==> src/rtl/alu_arbiter.sv <==
// Two-requester front end for the shared 8-bit combinational ALU: picks one
// request, registers its operands into the ALU, and returns result/flags on the winner's channel.
module alu_arb_rsp (
    input  logic       clk,
    input  logic       rst_n,
    input  logic       capture,
    input  logic       ready,
    input  logic [7:0] result,
    input  logic [3:0] flags,
    output logic       valid,
    output logic [7:0] result_q,
    output logic [3:0] flags_q
);
    // Result/flags persist after hand-off; only a new capture overwrites them.
    always_ff @(posedge clk or negedge rst_n) begin
        if (!rst_n) begin
            valid    <= 1'b0;
            result_q <= '0;
            flags_q  <= '0;
        end else if (capture) begin
            valid    <= 1'b1;
            result_q <= result;
            flags_q  <= flags;
        end else if (valid && ready) begin
            valid    <= 1'b0;
        end
    end
endmodule

module alu_arbiter #(
    parameter bit RR_ENABLE = 1'b1
) (
    input  logic       clk,
    input  logic       rst_n,
    input  logic       req0_valid,
    output logic       req0_ready,
    input  logic [3:0] req0_op,
    input  logic [7:0] req0_a,
    input  logic [7:0] req0_b,
    input  logic       req1_valid,
    output logic       req1_ready,
    input  logic [3:0] req1_op,
    input  logic [7:0] req1_a,
    input  logic [7:0] req1_b,
    output logic [3:0] alu_operation,
    output logic [7:0] alu_operand1,
    output logic [7:0] alu_operand2,
    input  logic [7:0] alu_result,
    input  logic       alu_zero,
    input  logic       alu_overflow,
    input  logic       alu_carry,
    input  logic       alu_negative,
    output logic       rsp0_valid,
    input  logic       rsp0_ready,
    output logic [7:0] rsp0_result,
    output logic [3:0] rsp0_flags,
    output logic       rsp1_valid,
    input  logic       rsp1_ready,
    output logic [7:0] rsp1_result,
    output logic [3:0] rsp1_flags,
    output logic       busy
);
    localparam int NUM_REQ = 2;

    typedef enum logic [1:0] {IDLE, EXEC, RESP} state_t;

    typedef struct packed {
        logic [3:0] op;
        logic [7:0] a;
        logic [7:0] b;
    } alu_req_t;

    state_t state, state_nxt;

    logic [NUM_REQ-1:0]            req_valid;
    logic [NUM_REQ-1:0]            req_ready;
    alu_req_t [NUM_REQ-1:0]        req;
    logic [NUM_REQ-1:0]            rsp_ready;
    logic [NUM_REQ-1:0]            rsp_valid;
    logic [NUM_REQ-1:0][7:0]       rsp_result;
    logic [NUM_REQ-1:0][3:0]       rsp_flags;
    logic [NUM_REQ-1:0]            capture;

    alu_req_t latched;
    logic     grant;
    logic     owner;
    logic     last_grant;
    logic     accept;
    logic [3:0] alu_flags;

    assign req_valid = {req1_valid, req0_valid};
    assign req[0]    = {req0_op, req0_a, req0_b};
    assign req[1]    = {req1_op, req1_a, req1_b};
    assign rsp_ready = {rsp1_ready, rsp0_ready};
    assign alu_flags = {alu_zero, alu_overflow, alu_carry, alu_negative};

    // Lone requester wins; on contention RR picks whoever did not win last.
    always_comb begin
        grant = 1'b0;
        if (req_valid == 2'b10)
            grant = 1'b1;
        else if (req_valid == 2'b11 && RR_ENABLE)
            grant = ~last_grant;
    end

    assign accept = (state == IDLE) && (|req_valid);

    always_ff @(posedge clk or negedge rst_n) begin
        if (!rst_n) state <= IDLE;
        else        state <= state_nxt;
    end

    always_comb begin
        state_nxt = state;
        case (state)
            IDLE:    if (|req_valid)       state_nxt = EXEC;
            EXEC:                          state_nxt = RESP;
            RESP:    if (rsp_ready[owner]) state_nxt = IDLE;
            default:                       state_nxt = IDLE;
        endcase
    end

    always_comb begin
        req_ready = '0;
        if (accept)
            req_ready[grant] = 1'b1;
        busy = (state != IDLE);
    end

    assign req0_ready = req_ready[0];
    assign req1_ready = req_ready[1];

    // Operand latch drives the ALU directly and only moves on accept.
    always_ff @(posedge clk or negedge rst_n) begin
        if (!rst_n) begin
            latched    <= '0;
            owner      <= 1'b0;
            last_grant <= 1'b1;
        end else if (accept) begin
            latched <= req[grant];
            owner   <= grant;
            if (RR_ENABLE)
                last_grant <= grant;
        end
    end

    assign alu_operation = latched.op;
    assign alu_operand1  = latched.a;
    assign alu_operand2  = latched.b;

    for (genvar i = 0; i < NUM_REQ; i++) begin : g_rsp
        assign capture[i] = (state == EXEC) && (owner == 1'(i));

        alu_arb_rsp u_rsp (
            .clk      (clk),
            .rst_n    (rst_n),
            .capture  (capture[i]),
            .ready    (rsp_ready[i]),
            .result   (alu_result),
            .flags    (alu_flags),
            .valid    (rsp_valid[i]),
            .result_q (rsp_result[i]),
            .flags_q  (rsp_flags[i])
        );
    end

    assign rsp0_valid  = rsp_valid[0];
    assign rsp0_result = rsp_result[0];
    assign rsp0_flags  = rsp_flags[0];
    assign rsp1_valid  = rsp_valid[1];
    assign rsp1_result = rsp_result[1];
    assign rsp1_flags  = rsp_flags[1];
endmodule

==> config.mk <==
export PLATFORM = sky130hd
export DESIGN_NAME = alu_arbiter
export DESIGN_NICKNAME = d
export VERILOG_FILES = /design/src/rtl/alu_arbiter.sv
export SDC_FILE = /design/constraint.sdc
export NUM_CORES = 1
export LEC_CHECK = 0
export CAP_MARGIN = 15
export CORE_UTILIZATION = 30
export CTS_CLUSTER_SIZE = 24
export DETAILED_ROUTE_END_ITERATION = 7
export PLACE_DENSITY = 0.67
export SYNTH_ARGS = -nofsm -noshare
export SYNTH_HDL_FRONTEND = slang
export SYNTH_HIERARCHICAL = 1
export SYNTH_SLANG_ARGS = --single-unit
==> constraint.sdc <==
create_clock -name clk -period 1.85 [get_ports clk]
set_input_delay 0.185 -clock clk [delete_from_list [all_inputs] [get_ports clk]]
set_output_delay 0.185 -clock clk [all_outputs]
set_load 0.02 [all_outputs]
==> summary.md, run 1 <==
| Metric | Value |
|---|---|
| Post-Place Worst Slack | `-0.0212 ns` |
| R2R depth | `5` |
| Largest net degree at the start of global routing | `30` |
| Outcome | `finished clean` |
| Per-cell routed wire length | `15.2 µm` |
| LEAKAGE | `1.57 nW` |
| WL final | `5420 µm` |
| Sequential share of the synthesized area | `0.589` |
| Crit share post-route | `0.887` |
| # fillers | `632` |
| Sw frac | `0.355` |
| Setup ws final | `0.209 ns` |
| Setup CP Type | `reg2out` |
| Starting Density | `0.311` |
| Syn. warnings | `6` |
| Psw | `2.15 mW` |
| CTS Sinks | `50` |
| Syn Nets | `203` |
| Number of enable flip-flop cells after synthesis | `0` |
| Cell Area, Placed | `3330 µm²` |
| Number of diodes | `0` |
| Clock transition at path regs | `0.09 ns` |
| GP Congestion | `0.787` |
| Final Cell Area | `3450 µm²` |
| All-layer global routing usage | `0.155` |
| H-tree depth | `2` |
| Die area | `7430 µm²` |
| Peak VDD IR | `693 µV` |
| Syn Area/Cell | `14.7 µm²` |
| Ys flop type | `dfrtp_1` |
| Dpl hpwl | `3880 µm` |
| DRT Pass-1 Iters | `4` |
| Reg power frac | `0.326` |
| Root Driver | `clkbuf_8` |
| Worst-Skew Late Latency | `0.30 ns` |
| Row count | `30` |
| Worst R2R Setup Slack | `0.37 ns` |
| Clock Tree Buf Depth | `2` |
| CP arrival | `1.46 ns` |
| Leading area contributor after synthesis | `dfrtp_1` |
| Vias in the first global route | `1719` |
| Async set-reset flop share out of synthesis | `1.00` |
| Setup repair bufs after CTS | `0` |
| Via density | `4.64` |
| Critical-path maximum fanout | `3` |
| Synth cell types | `23` |
| Crit path time final | `1.64 ns` |
| Hold crit path type | `in2async` |
| Area Overhead vs Synth | `62.2%` |
| Cell Chain, Critical Path | `nand2b_1 > and3_4 > dlygate4sd2_1` |
| Global route total overflow | `0` |
| Total power | `6.06 mW` |
| Layout Utilization | `0.505` |
| Layout cells sized above 1 | `0.200` |
| Starting DRC count in detailed routing | `57` |
| First-pass GRT wire length | `8760 µm` |
| Register bit total from synthesis | `50` |
| First element of the critical path | `last_grant$_DFFE_PN1N_` |
| Startpoint Class | `flop` |
| Sum Neg Setup Slack | `0 ns` |
| Fmax | `0.609 GHz` |
| Data required time of the critical path | `1.66 ns` |
| Share of the synthesized area in the top cell type | `0.576` |
| Slew Limit Fails | `0` |
| Fin Hold WS | `0.428 ns` |
| Die width | `86.2 µm` |
| Max transition margin | `0.631` |
| CP max stage delay | `0.55 ns` |
| PortBufs | `106` |
| Cell count after synthesis | `145` |
| Nets | `318` |
| Slowest stage cell, crit path | `dfstp_2` |
| Cells after DPL | `348` |
| Slew @ Worst Pin | `0.554 ns` |
| Worst Path Buf+Inv | `1` |
| Synthesized area | `2130 µm²` |
| Clock power frac | `0.128` |
| Final Hold Vio Count | `0` |
| Crit path capture | `req0_ready` |
| Dominant cells by area after synthesis | `dfrtp_1 (58%), mux2_4 (13%), a221o_1 (9.4%)` |
| Comb power frac | `0.546` |
| DRC viols | `0` |
| Chip Height | `86.2 µm` |
| Crit path depth | `3` |
| Max-cap violations | `0` |
| Post-route ant nets | `0` |
| Post-route insts no fill | `356` |
| RSZ-0062 raised after global routing | `no` |
| CTS tree | `yes` |
| PD cells | `1760 nW/µm²` |
| RR Startpoint | `state[1]$_DFFE_PN0P_` |
| Critical path capture point type | `primary output` |
| Clock Skew | `0.00754 ns` |
| # IOs | `107` |
| FF-to-FF End | `alu_operand1[0]$_DFFE_PN0N_` |
| Initial antenna violation count | `0` |
| Pint | `3.91 mW` |
| Total core area | `6830 µm²` |
| Vias after detailed routing | `1653` |
| Num CTS Buffers | `5` |
| # setup viols final | `0` |
| Top delay family on crit path | `flip-flops` |
power groups by stage:
stage          Clock, mW  Sequential [mW]  Combinational (mW)
3_3_place_gp           0             1.99                3.30
5_1_grt            0.857             2.05                3.49
2_1_floorplan          0             2.58                1.26
3_5_place_dp           0             1.99                3.35
4_1_cts            0.805             1.98                3.35
6_report           0.778             1.97                3.30
state kept, by name (all words and copies together), names as in the netlist:
| name | cells |
|---|---|
| g_rsp.u_rsp/result_q | 16 |
| g_rsp.u_rsp/valid | 2 |
| state | 2 |
| alu_operation | 4 |
| alu_operand1 | 8 |
| last_grant | 1 |
| alu_operand2 | 8 |
| g_rsp.u_rsp/flags_q | 8 |
| owner | 1 |
kinds of logic (layout without fill, tap and decap cells):
group           after synthesis  count (layout)  share of synthesized area
buf+inv                      15             130                     0.0435
compound gates               26              26                      0.117
simple gates                 29              29                     0.0871
flops                        50              50                      0.589
mux                          25              25                      0.164
worst min path at each step:
stage,startpoint,endpoint,slack (ns),depth (start not counted)
floorplan,rst_n,alu_operand1[0]$_DFFE_PN0N_,-0.11,0
global placement,rst_n,alu_operand2[2]$_DFFE_PN0N_,0.20,1
detailed placement,rst_n,alu_operand2[2]$_DFFE_PN0N_,0.20,1
CTS,rst_n,alu_operand2[6]$_DFFE_PN0N_,0.41,2
global route,rst_n,alu_operand1[7]$_DFFE_PN0N_,0.46,2
finish,rst_n,alu_operand2[6]$_DFFE_PN0N_,0.43,2
area by class of cell:
cell class,instances,area (µm²),share of cell area
Clock inverter,1,30.0,0.00871
Tap cell,96,120,0.0348
Timing Repair Buffer,118,1160,0.337
Sequential cell,50,1250,0.363
Inverter,5,18.8,0.00544
Clock buffer,6,82.6,0.0239
Multi-Input combinational cell,80,785,0.227
cell usage in the layout, fill, tap and decap left out, drive strengths merged:
master           n
dfrtp           49
nor2             3
bufinv           1
a21o             4
a21boi           1
a221o           20
mux2            24
nand2b           2
inv              5
dlygate4sd2      3
nand2            1
and3            21
dfstp            1
clkdlybuf4s50  102
dlygate4sd3      1
and2             1
clkbuf           6
nand3b           1
buf             12
o21ai            1
mux2i            1
cells in the mapped netlist, drive strengths merged, types with 2 or more instances:
cell type and count:
and3 21, nand2b 2, a21o 4, dfrtp 49, inv 5, mux2 24
nor2 3, buf 9, a221o 20
layer usage:
metal	track usage	routed length, µm	vias to the layer above
met3	0.0448	305	11
met4	0.0576	127	0
met2	0.248	2550	54
li1	-	-	764
met5	0	0	-
met1	0.200	2440	824
timing repair:
| item | 4_1_cts | 5_1_grt |
|---|---|---|
| endpoints found under the setup margin | 3 | 0 |
| hold endpoints to repair | 20 | 0 |
| hold buffers | 1 | 0 |
| resized for setup | 4 | 0 |
worst reg2reg max path, cell delays in order, from the launching register on:
cell	delay [ns]
dfrtp_1	0.42
nor2_4	0.18
buf_6	0.20
o21ai_2	0.08
buf_4	0.18
a221o_1	0.31
Note: power is estimated with default switching activity, not from simulation.
==> run 2: changes to the inputs <==
Settings changed: SKIP_CTS_REPAIR_TIMING set to 1.
==> summary.md, run 2 (synthesis gave the netlist of run 1 again) <==
| Metric | Value |
|---|---|
| CTS tree | `yes` |
| RR Startpoint | `state[1]$_DFFE_PN0P_` |
| Max transition margin | `0.637 (+0.00595)` |
| WL final | `5420 µm (-0.13%)` |
| Fmax | `0.654 GHz (+7.4%)` |
| Layout cells sized above 1 | `0.200 (unchanged)` |
| Most frequent cells in the layout | `clkdlybuf4s50_1 (102), dfrtp_1 (49), and3_1 (20), a221o_1 (20), mux2_4 (18)` |
| LEAKAGE | `1.60 nW (+2.1%)` |
| # fillers | `628 (-0.63%)` |
| Starting DRC count in detailed routing | `78 (+37%)` |
| Worst R2R Setup Slack | `0.38 ns (about the same)` |
| DRC viols | `0 (unchanged)` |
| Slew @ Worst Pin | `0.545 ns (-0.00892 ns)` |
| Root Driver | `clkbuf_8` |
| Clock Tree Buf Depth | `2 (unchanged)` |
| First-pass GRT wire length | `8720 µm (-0.48%)` |
| Post-Place Worst Slack | `-0.0212 ns (unchanged)` |
| Die width | `86.2 µm (unchanged)` |
| Max-cap violations | `0 (unchanged)` |
| Post-route insts no fill | `356 (unchanged)` |
| # setup viols final | `0 (unchanged)` |
| Slew Limit Fails | `0 (unchanged)` |
| Area Overhead vs Synth | `62.9%` |
| Num CTS Buffers | `5 (unchanged)` |
| CTS Sinks | `50 (unchanged)` |
| FF-to-FF End | `alu_operand1[0]$_DFFE_PN0N_` |
| Hold crit path type | `in2async` |
| Starting Density | `0.311 (unchanged)` |
| CP arrival | `1.34 ns (-0.12 ns)` |
| Data required time of the critical path | `1.66 ns (about the same)` |
| Startpoint Class | `flop` |
| DRT Pass-1 Iters | `4 (unchanged)` |
| Final Hold Vio Count | `0 (unchanged)` |
| Largest net degree at the start of global routing | `30 (unchanged)` |
| Total power | `6.08 mW (+0.46%)` |
| Crit path time final | `1.53 ns (-0.113 ns)` |
| Critical path capture point type | `primary output` |
| H-tree depth | `2 (unchanged)` |
| Die area | `7430 µm² (unchanged)` |
| # IOs | `107 (unchanged)` |
| Critical-path maximum fanout | `3 (unchanged)` |
| Chip Height | `86.2 µm (unchanged)` |
| Vias after detailed routing | `1648 (-0.30%)` |
| Clock transition at path regs | `0.09 ns (about the same)` |
| All-layer global routing usage | `0.154 (-0.000820)` |
| R2R depth | `5 (unchanged)` |
| Sum Neg Setup Slack | `0 ns (unchanged)` |
| Clock Skew | `0.00875 ns (+0.00121 ns)` |
| Max FFs per register | `16 (unchanged)` |
| Setup CP Type | `reg2out` |
| Number of diodes | `0 (unchanged)` |
| RSZ-0062 raised after global routing | `no` |
| Nets | `318 (unchanged)` |
| Dpl hpwl | `3880 µm (unchanged)` |
| PD cells | `1760 nW/µm² (about the same)` |
| Outcome | `finished clean` |
| Via density | `4.63 (-0.30%)` |
| Row count | `30 (unchanged)` |
| Peak VDD IR | `683 µV (-1.4%)` |
| Crit share post-route | `0.826 (-0.0612)` |
| Per-cell routed wire length | `15.2 µm (-0.13%)` |
| Cells after DPL | `348 (unchanged)` |
| Vias in the first global route | `1706 (-0.76%)` |
| Post-route ant nets | `0 (unchanged)` |
| Total core area | `6830 µm² (unchanged)` |
| Worst-Skew Late Latency | `0.30 ns (about the same)` |
| Initial antenna violation count | `0 (unchanged)` |
| PortBufs | `106 (unchanged)` |
| Most common cell after layout, fill and taps aside | `clkdlybuf4s50_1` |
| Most flops, register | `g_rsp.u_rsp/result_q` |
| Global route total overflow | `0 (unchanged)` |
| Setup ws final | `0.322 ns (+0.113 ns)` |
| GP Congestion | `0.787 (unchanged)` |
## run 2: report_power, final
| group | switching [mW] | leakage [nW] | internal (mW) | total [mW] |
|---|---|---|---|---|
| combinational | 1.49 | 0.935 | 1.85 | 3.33 |
| clock | 0.343 | 0.0573 | 0.433 | 0.776 |
| sequential | 0.322 | 0.605 | 1.65 | 1.97 |
## run 2: routing by layer
layer,vias up,GRT usage,share of wire
met2,54,0.246,0.47
li1,763,-,-
met4,0,0.0576,0.023
met3,11,0.0448,0.056
met5,-,0,0
met1,820,0.199,0.45
## run 2: area by class of cell
| cell class | instances | area (µm²) | share of cell area |
|---|---|---|---|
| inverters | 5 | 18.8 | 0.00542 |
| multi-input cells | 80 | 785 | 0.226 |
| clock buffers | 6 | 82.6 | 0.0238 |
| well taps | 96 | 120 | 0.0347 |
| repair buffers | 118 | 1180 | 0.339 |
| flip-flops and latches | 50 | 1250 | 0.362 |
| clock inverters | 1 | 30.0 | 0.00867 |
## run 2: stage by stage
stage | area, µm² | utilization | hold WS [ns]
final | 3460 | 0.507 | 0.425
after global routing | 3460 | 0.507 | 0.444
after CTS | 3440 | 0.503 | -0.125
after detailed placement | 3330 | 0.487 | 0.204
after global placement | 3330 | 0.487 | 0.201
after floorplan | 2130 | - | -0.111
## run 2: worst max-delay path, cell delays in order, from the launching register on
cell and delay [ns]:
dfstp_2 0.55, nand2b_1 0.11, and3_4 0.18, dlymetal6s2s_1 0.22
## run 2: worst max-delay path by stage
stage                     depth (start not counted)                               endpoint                    from
after floorplan                                   4  g_rsp[0].u_rsp/flags_q[0]$_DFFE_PN0P_    state[1]$_DFFE_PN0P_
after global placement                            4                             req1_ready              req1_valid
after detailed placement                          4                             req1_ready              req1_valid
after CTS                                         3                             req0_ready  last_grant$_DFFE_PN1N_
after global routing                              4                                   busy    state[1]$_DFFE_PN0P_
final                                             3                             req0_ready  last_grant$_DFFE_PN1N_
